===== src/rtl/alu_seq_pkg.sv =====
// Shared definitions for the ALU operation sequencer: opcodes, FSM states and
// the legal-opcode decode used by both the design and its bench.
package alu_seq_pkg;

  localparam logic [3:0] OP_AND = 4'b0000;
  localparam logic [3:0] OP_OR  = 4'b0001;
  localparam logic [3:0] OP_ADD = 4'b0010;
  localparam logic [3:0] OP_SUB = 4'b0110;
  localparam logic [3:0] OP_SLT = 4'b0111;
  localparam logic [3:0] OP_NOR = 4'b1100;
  localparam logic [3:0] OP_EQ  = 4'b1111;

  typedef enum logic [1:0] {
    IDLE = 2'd0,
    EXEC = 2'd1,
    RESP = 2'd2
  } state_t;

  function automatic logic is_legal_op(input logic [3:0] op);
    case (op)
      OP_AND, OP_OR, OP_ADD, OP_SUB, OP_SLT, OP_NOR, OP_EQ: return 1'b1;
      default:                                              return 1'b0;
    endcase
  endfunction

endpackage


===== src/rtl/alu_op_sequencer.sv =====
// Request/response front end for the combinational ALU: IDLE -> EXEC -> RESP.
// Define ALU_SEQ_FWD_EN to add the result accumulator and the Req_UseAcc input.
module alu_op_sequencer
  import alu_seq_pkg::*;
#(
  parameter int WIDTH = 32,
  parameter int CNT_W = 16
) (
  input  logic             clk,
  input  logic             rst_n,
  input  logic             Req_Valid,
  output logic             Req_Ready,
  input  logic [3:0]       Req_Op,
  input  logic [WIDTH-1:0] Req_A,
  input  logic [WIDTH-1:0] Req_B,
`ifdef ALU_SEQ_FWD_EN
  input  logic             Req_UseAcc,
`endif
  output logic [WIDTH-1:0] ALU_A,
  output logic [WIDTH-1:0] ALU_B,
  output logic [3:0]       ALU_Sel,
  input  logic [WIDTH-1:0] ALU_Res,
  input  logic             ALU_Carry,
  input  logic             ALU_Zero,
  input  logic             ALU_Ovf,
  output logic             Resp_Valid,
  input  logic             Resp_Ready,
  output logic [WIDTH-1:0] Resp_Data,
  output logic             Resp_Carry,
  output logic             Resp_Zero,
  output logic             Resp_Ovf,
  output logic             Resp_Err,
  output logic             Sticky_Ovf,
  input  logic             Sticky_Clr,
  output logic [CNT_W-1:0] Op_Count
);

  localparam logic [CNT_W-1:0] CNT_ONE = {{(CNT_W-1){1'b0}}, 1'b1};

  state_t state;
  state_t state_next;
  logic   err_q;
  logic   accept;
  logic   capture;
  logic   legal_done;

`ifdef ALU_SEQ_FWD_EN
  logic [WIDTH-1:0] acc;
`endif

  assign accept     = Req_Valid && Req_Ready;
  assign capture    = (state == EXEC);
  assign legal_done = capture && !err_q;

  always_ff @(posedge clk or negedge rst_n) begin
    if (!rst_n) state <= IDLE;
    else        state <= state_next;
  end

  always_comb begin
    state_next = state;
    Req_Ready  = 1'b0;
    Resp_Valid = 1'b0;
    case (state)
      IDLE: begin
        Req_Ready = 1'b1;
        if (Req_Valid) state_next = EXEC;
      end
      EXEC: state_next = RESP;
      RESP: begin
        Resp_Valid = 1'b1;
        if (Resp_Ready) state_next = IDLE;
      end
      default: state_next = IDLE;
    endcase
  end

  // Illegal opcodes still run the ALU, but as a harmless AND whose result is discarded.
  always_ff @(posedge clk or negedge rst_n) begin
    if (!rst_n) begin
      ALU_A   <= '0;
      ALU_B   <= '0;
      ALU_Sel <= OP_AND;
      err_q   <= 1'b0;
    end else if (accept) begin
`ifdef ALU_SEQ_FWD_EN
      ALU_A <= Req_UseAcc ? acc : Req_A;
`else
      ALU_A <= Req_A;
`endif
      ALU_B   <= Req_B;
      ALU_Sel <= is_legal_op(Req_Op) ? Req_Op : OP_AND;
      err_q   <= !is_legal_op(Req_Op);
    end
  end

  always_ff @(posedge clk or negedge rst_n) begin
    if (!rst_n) begin
      Resp_Data  <= '0;
      Resp_Carry <= 1'b0;
      Resp_Zero  <= 1'b0;
      Resp_Ovf   <= 1'b0;
      Resp_Err   <= 1'b0;
    end else if (capture) begin
      Resp_Data  <= err_q ? '0 : ALU_Res;
      Resp_Carry <= !err_q && ALU_Carry;
      Resp_Zero  <= !err_q && ALU_Zero;
      Resp_Ovf   <= !err_q && ALU_Ovf;
      Resp_Err   <= err_q;
    end
  end

  always_ff @(posedge clk or negedge rst_n) begin
    if (!rst_n)          Op_Count <= '0;
    else if (legal_done) Op_Count <= Op_Count + CNT_ONE;
  end

  // A new overflow takes priority over a simultaneous clear.
  always_ff @(posedge clk or negedge rst_n) begin
    if (!rst_n)                     Sticky_Ovf <= 1'b0;
    else if (legal_done && ALU_Ovf) Sticky_Ovf <= 1'b1;
    else if (Sticky_Clr)            Sticky_Ovf <= 1'b0;
  end

`ifdef ALU_SEQ_FWD_EN
  always_ff @(posedge clk or negedge rst_n) begin
    if (!rst_n)          acc <= '0;
    else if (legal_done) acc <= ALU_Res;
  end
`endif

endmodule

===== config.mk =====
export PLATFORM = sky130hd
export DESIGN_NAME = alu_op_sequencer
export DESIGN_NICKNAME = d
export VERILOG_FILES = /design/src/rtl/alu_seq_pkg.sv /design/src/rtl/alu_op_sequencer.sv
export SDC_FILE = /design/constraint.sdc
export NUM_CORES = 1
export LEC_CHECK = 0
export ABC_AREA = 1
export CORE_MARGIN = 4
export CORE_UTILIZATION = 44
export DETAILED_ROUTE_END_ITERATION = 6
export PLACE_DENSITY = 0.9
export SLEW_MARGIN = 20
export SYNTH_ARGS = -nofsm -noshare
export SYNTH_HDL_FRONTEND = slang
export SYNTH_SLANG_ARGS = --single-unit

===== constraint.sdc =====
create_clock -name clk -period 3.85 [get_ports clk]
set_clock_uncertainty 0.05 [all_clocks]
set_input_delay 0.5775 -clock clk [delete_from_list [all_inputs] [get_ports clk]]
set_output_delay 0.5775 -clock clk [all_outputs]
set_load 0.01 [all_outputs]

# Word-level counts from Yosys, hierarchy flattened
# Index checks and enable logic that the tools add are counted.
[classes] n_addsub=1 eq_ne=10 n_mux=11 n_reduce_logical=13
[op_table] operator="two-way mux 32 bit" count=1
[op_table] operator="adder 16 x 1 -> 16 bit, second input constant" count=1
[op_table] operator="== test 4 x 3 -> 1 bit, second input constant" count=2
[op_table] operator="== test 4 bit, second input constant" count=2
[op_table] operator="OR reduction 7 bit" count=1
[op_table] operator="logical AND 1 bit" count=6
[op_table] operator="two-way mux 1 bit" count=6
[op_table] operator="case mux 2 bit (3 select lines)" count=1
[op_table] operator="== test 4 x 1 -> 1 bit, second input constant" count=1
[op_table] operator="== test 4 x 2 -> 1 bit, second input constant" count=1
[op_table] operator="logical NOT 4 bit" count=1
[op_table] operator="two-way mux 2 bit" count=2
[op_table] operator="two-way mux 4 bit" count=1
[op_table] operator="inequality test 2 bit, second input constant" count=2
[op_table] operator="== test 2 x 1 -> 1 bit, second input constant" count=1
[op_table] operator="== test 2 bit, second input constant" count=1
[op_table] operator="logical NOT 1 bit" count=2
[op_table] operator="logical NOT 2 bit" count=1
[op_table] operator="AND reduction 2 bit" count=1
[op_table] operator="nonzero test 2 bit" count=1
[totals] regBits=124 input_bits=108 out_inout_bits=123 wordCells=47

# Depth between registers and ports, before layout
[logic_depth] word_depth=5 depth_mapped=8

# Worst setup path before layout
# No wires, ideal clock.
[synth_timing] path_kind="register -> register" start="register Op_Count[0]" end="register Op_Count[8]" setup_ps=123 t_arrival_ps=1171 setup_slack_ps=2506 path_stages_with_launch=7 synth_period_minus_slack_ps=1344 cell_sequence="dfrtp_1 ha_1 nand3_1 nor2_4 nand2_1 o21ai_0 nand2_1"
[synth_via] elab_chain_cells=1
[synth_rtl] item="start, declared" line_no="alu_op_sequencer.sv:35" source="output logic [CNT_W-1:0] Op_Count"
[synth_rtl] item="start signal, assigned" line_no="alu_op_sequencer.sv:115" source="else if (legal_done) Op_Count <= Op_Count + CNT_ONE;"
[synth_rtl] item="adder 16 x 1 -> 16 bit" line_no="alu_op_sequencer.sv:115"
# Every way passes these cells.
# A chain may end at the register's enable or synchronous reset.

# Final worst setup path
[layout_timing] start="register state[0]" end="output port Req_Ready"
[layout_via] elab_chain_cells=2
[layout_rtl] item="start, declared" line_no="alu_op_sequencer.sv:40" source="state_t state;"
[layout_rtl] item="start signal, assigned" line_no="alu_op_sequencer.sv:57" source="else state <= state_next;"
[layout_rtl] item="logical NOT 2 bit" line_no="alu_op_sequencer.sv:64" source="case (state)"
[layout_rtl] item="two-way mux 1 bit" line_no="alu_op_sequencer.sv:64"
[layout_rtl] item="end, declared" line_no="alu_op_sequencer.sv:12" source="output logic Req_Ready,"
# Every way passes these cells.

==> results.tsv <==
metric	value	unit
outcome	completed	
yosys_warnings	0	
first_global_vias	4462	
rows	38	
path_clk_slew	0.06	ns
vias_per_cell	4.84	
post_synth_xor_area_fraction	0.0175	
r2r_start	state[0]	
cts.sinks	124	
cts_tree	built	
ctsResizeCount	0	
worst_pin_slew	0.906	ns
clock.fmax	0.410	GHz
hold_violations	0	
critPathCaptureType	output port	
crit_type	flip-flop to output port	
cellPowerDensity	813	nW/µm²
wirelength	13900	µm
antenna_cells	0	
ys_seq_elements	124	
r2r_slack	1.61	ns
nets	842	
synth_edf_count	0	
fin_crit_sh	0.634	
drive_above_1_share	0.0591	
synth_mux_area_frac	0	
grt_max_degree	71	
dp.cells	854	
drtIter0Drc	255	
die_h	114	µm
num_io_pins	231	
grt_usage	0.220	
final_antenna_net_count	0	
antenna_found_initial	0	
cts_setup_buffers	0	
vias	4285	
place_hpwl	9940	µm
die_area	12900	µm²
cts.hold.buffers_added	0	
setup_violations	0	
grt_overflow	0	
slew_headroom	0.394	
synthAdderAreaFrac	0.00254	
synth_area	4920	µm²
vdd_drop_max	472	µV
fin_ws	1.41	ns
coreArea	10900	µm²
fin_tns_setup	0	ns
synth_compound_area_frac	0.0656	
detail_route.first_pass.iterations	6	
synthSimpleGateAreaFrac	0.238	
port_buffers	230	
yosys-top-cells-count	nand2_1, dfrtp_1, a22o_1	
cp_max_fo	5	
dpl_worst_slack	1.45	ns
cap_violations	0	
yosysUniqueCellTypes	25	
start_util	0.452	
cp.arrival	1.81	ns
syn_nets	612	
clkLatencyLatePin	0.50	ns
endpoint	Req_Ready	
cts_root_buf	clkbuf_8	
hold_ws	0.0877	ns
reg2reg_to	Op_Count[15]	
yosysTopAreaCellShare	0.631	
fill_cells	735	
synth_top_family_by_area	simple AND/OR/NAND/NOR gates	
critPathLaunch	state[0]	
grt_pass1_wl	22300	µm
netlist_instances	503	
synth-async-reset-ratio	1.00	
multi_input_area	1590	µm²
fin_crit	2.44	ns
hp-class	input pin to asynchronous set/reset pin	
reg2reg_depth	7	
cts_buffers	17	
htreeDepth	4	
fin_cells	885	
wl_per_cell	15.7	µm
critPathLaunchType	flip-flop	
drv_slew	0	
seq_area_frac_synth	0.631	
area_delta_synth_final	60.5	%
rsz0062_at_grt	false	
final-seq-area	3100	µm²
ctsLongestPathBuffers	2	
die_x	114	µm
cp.required	3.22	ns
yosysTopAreaCell	dfrtp_1	
synth.area.top_cells	dfrtp_1, nand2_1, a22o_1, inv_1, buf_2	
synth_most_common_cell	nand2_1	
synthFlopType	dfrtp_1	
place.gp.congestion	0.794	
post_dp_cell_area	7280	µm²
avgSynthCellArea	9.78	µm²
design_area	7900	µm²
p_leak	3.78	nW
drc	0	
[state kept, by name, indices dropped and copies added (netlist names)]
register / cells
Resp_Carry: 1
ALU_A: 32
ALU_B: 32
Resp_Ovf: 1
ALU_Sel: 4
err_q: 1
Resp_Data: 32
Resp_Err: 1
state: 2
Sticky_Ovf: 1
Resp_Zero: 1
Op_Count: 16
[per-stage QoR]
step,total power [W],utilization
2_1_floorplan,0.00331,-
3_3_place_gp,0.00472,0.669
3_5_place_dp,0.00482,0.669
4_1_cts,0.00648,0.725
5_1_grt,0.00680,0.725
6_report,0.00642,0.725
[kinds of logic after synthesis]
family | after synthesis
compound gates | 39
buf+inv | 43
simple gates | 287
fa+ha+maj | 1
flops | 124
xor+xnor | 9
[power by group]
group	internal (W)	switching, W
clock network	0.00108	0.000549
logic	0.00139	0.00115
registers	0.00188	0.000368
total	0.00435	0.00207
[placed cells by master (no fill, tap or decap)]
cell type        synthesis  routed
nand3b_4                 1       1
nor3_2                   2       2
clkbuf_16                0      16
nor2_1                  13      13
clkinv_4                 0       2
inv_4                    1       1
clkinv_2                 0       5
ha_1                     1       1
xnor2_1                  3       3
inv_2                    1       1
nand3b_1                 1       1
xor2_1                   5       5
bufinv_16                0       4
buf_4                    6       2
dfrtp_1                124     124
nand4_1                  7       7
xnor2_2                  1       1
o21ai_1                  1       1
nand3_1                  9       9
inv_1                   20      20
clkbuf_8                 0       3
o21ai_0                  3       3
nand2_1                248     248
buf_12                   0       1
a21oi_1                  1       1
a22o_1                  34      34
nor2_4                   3       3
nor3_1                   2       2
nand2_4                  1       1
clkinvlp_4               0       1
clkdlybuf4s50_1          0     229
[worst max-delay path: stages (launching register included)]
cell and delay, ns:
dfrtp_1 0.46, inv_1 0.08, nand2_1 0.12, inv_1 0.08
clkdlybuf4s50_1 0.57
[layout make-up]
class / count / share of cell area
clock buffer: 19 / 0.0559
multi-input combinational: 336 / 0.202
sequential: 124 / 0.393
timing repair buffer: 232 / 0.295
clock inverter: 12 / 0.0216
inverter: 22 / 0.0108
tap: 140 / 0.0222
[worst min-delay path by stage]
stage	start	end	cells after the start
floorplan	rst_n	ALU_A[0]	0
global placement	ALU_A[28]	ALU_A[28]	2
detailed placement	ALU_B[7]	ALU_B[7]	2
CTS	rst_n	Resp_Data[27]	1
global route	rst_n	Resp_Data[27]	1
finish	rst_n	Resp_Data[27]	1
[metal layers]
| layer | vias up | global-route usage | routed length (µm) |
|---|---|---|---|
| met1 | 2013 | 0.267 | 5550 |
| met3 | 23 | 0.0679 | 1120 |
| met2 | 196 | 0.366 | 6930 |
| met5 | - | 0 | 0 |
| met4 | 0 | 0.0905 | 312 |
| li1 | 2053 | - | - |
Power figures use the tool's default switching activity.
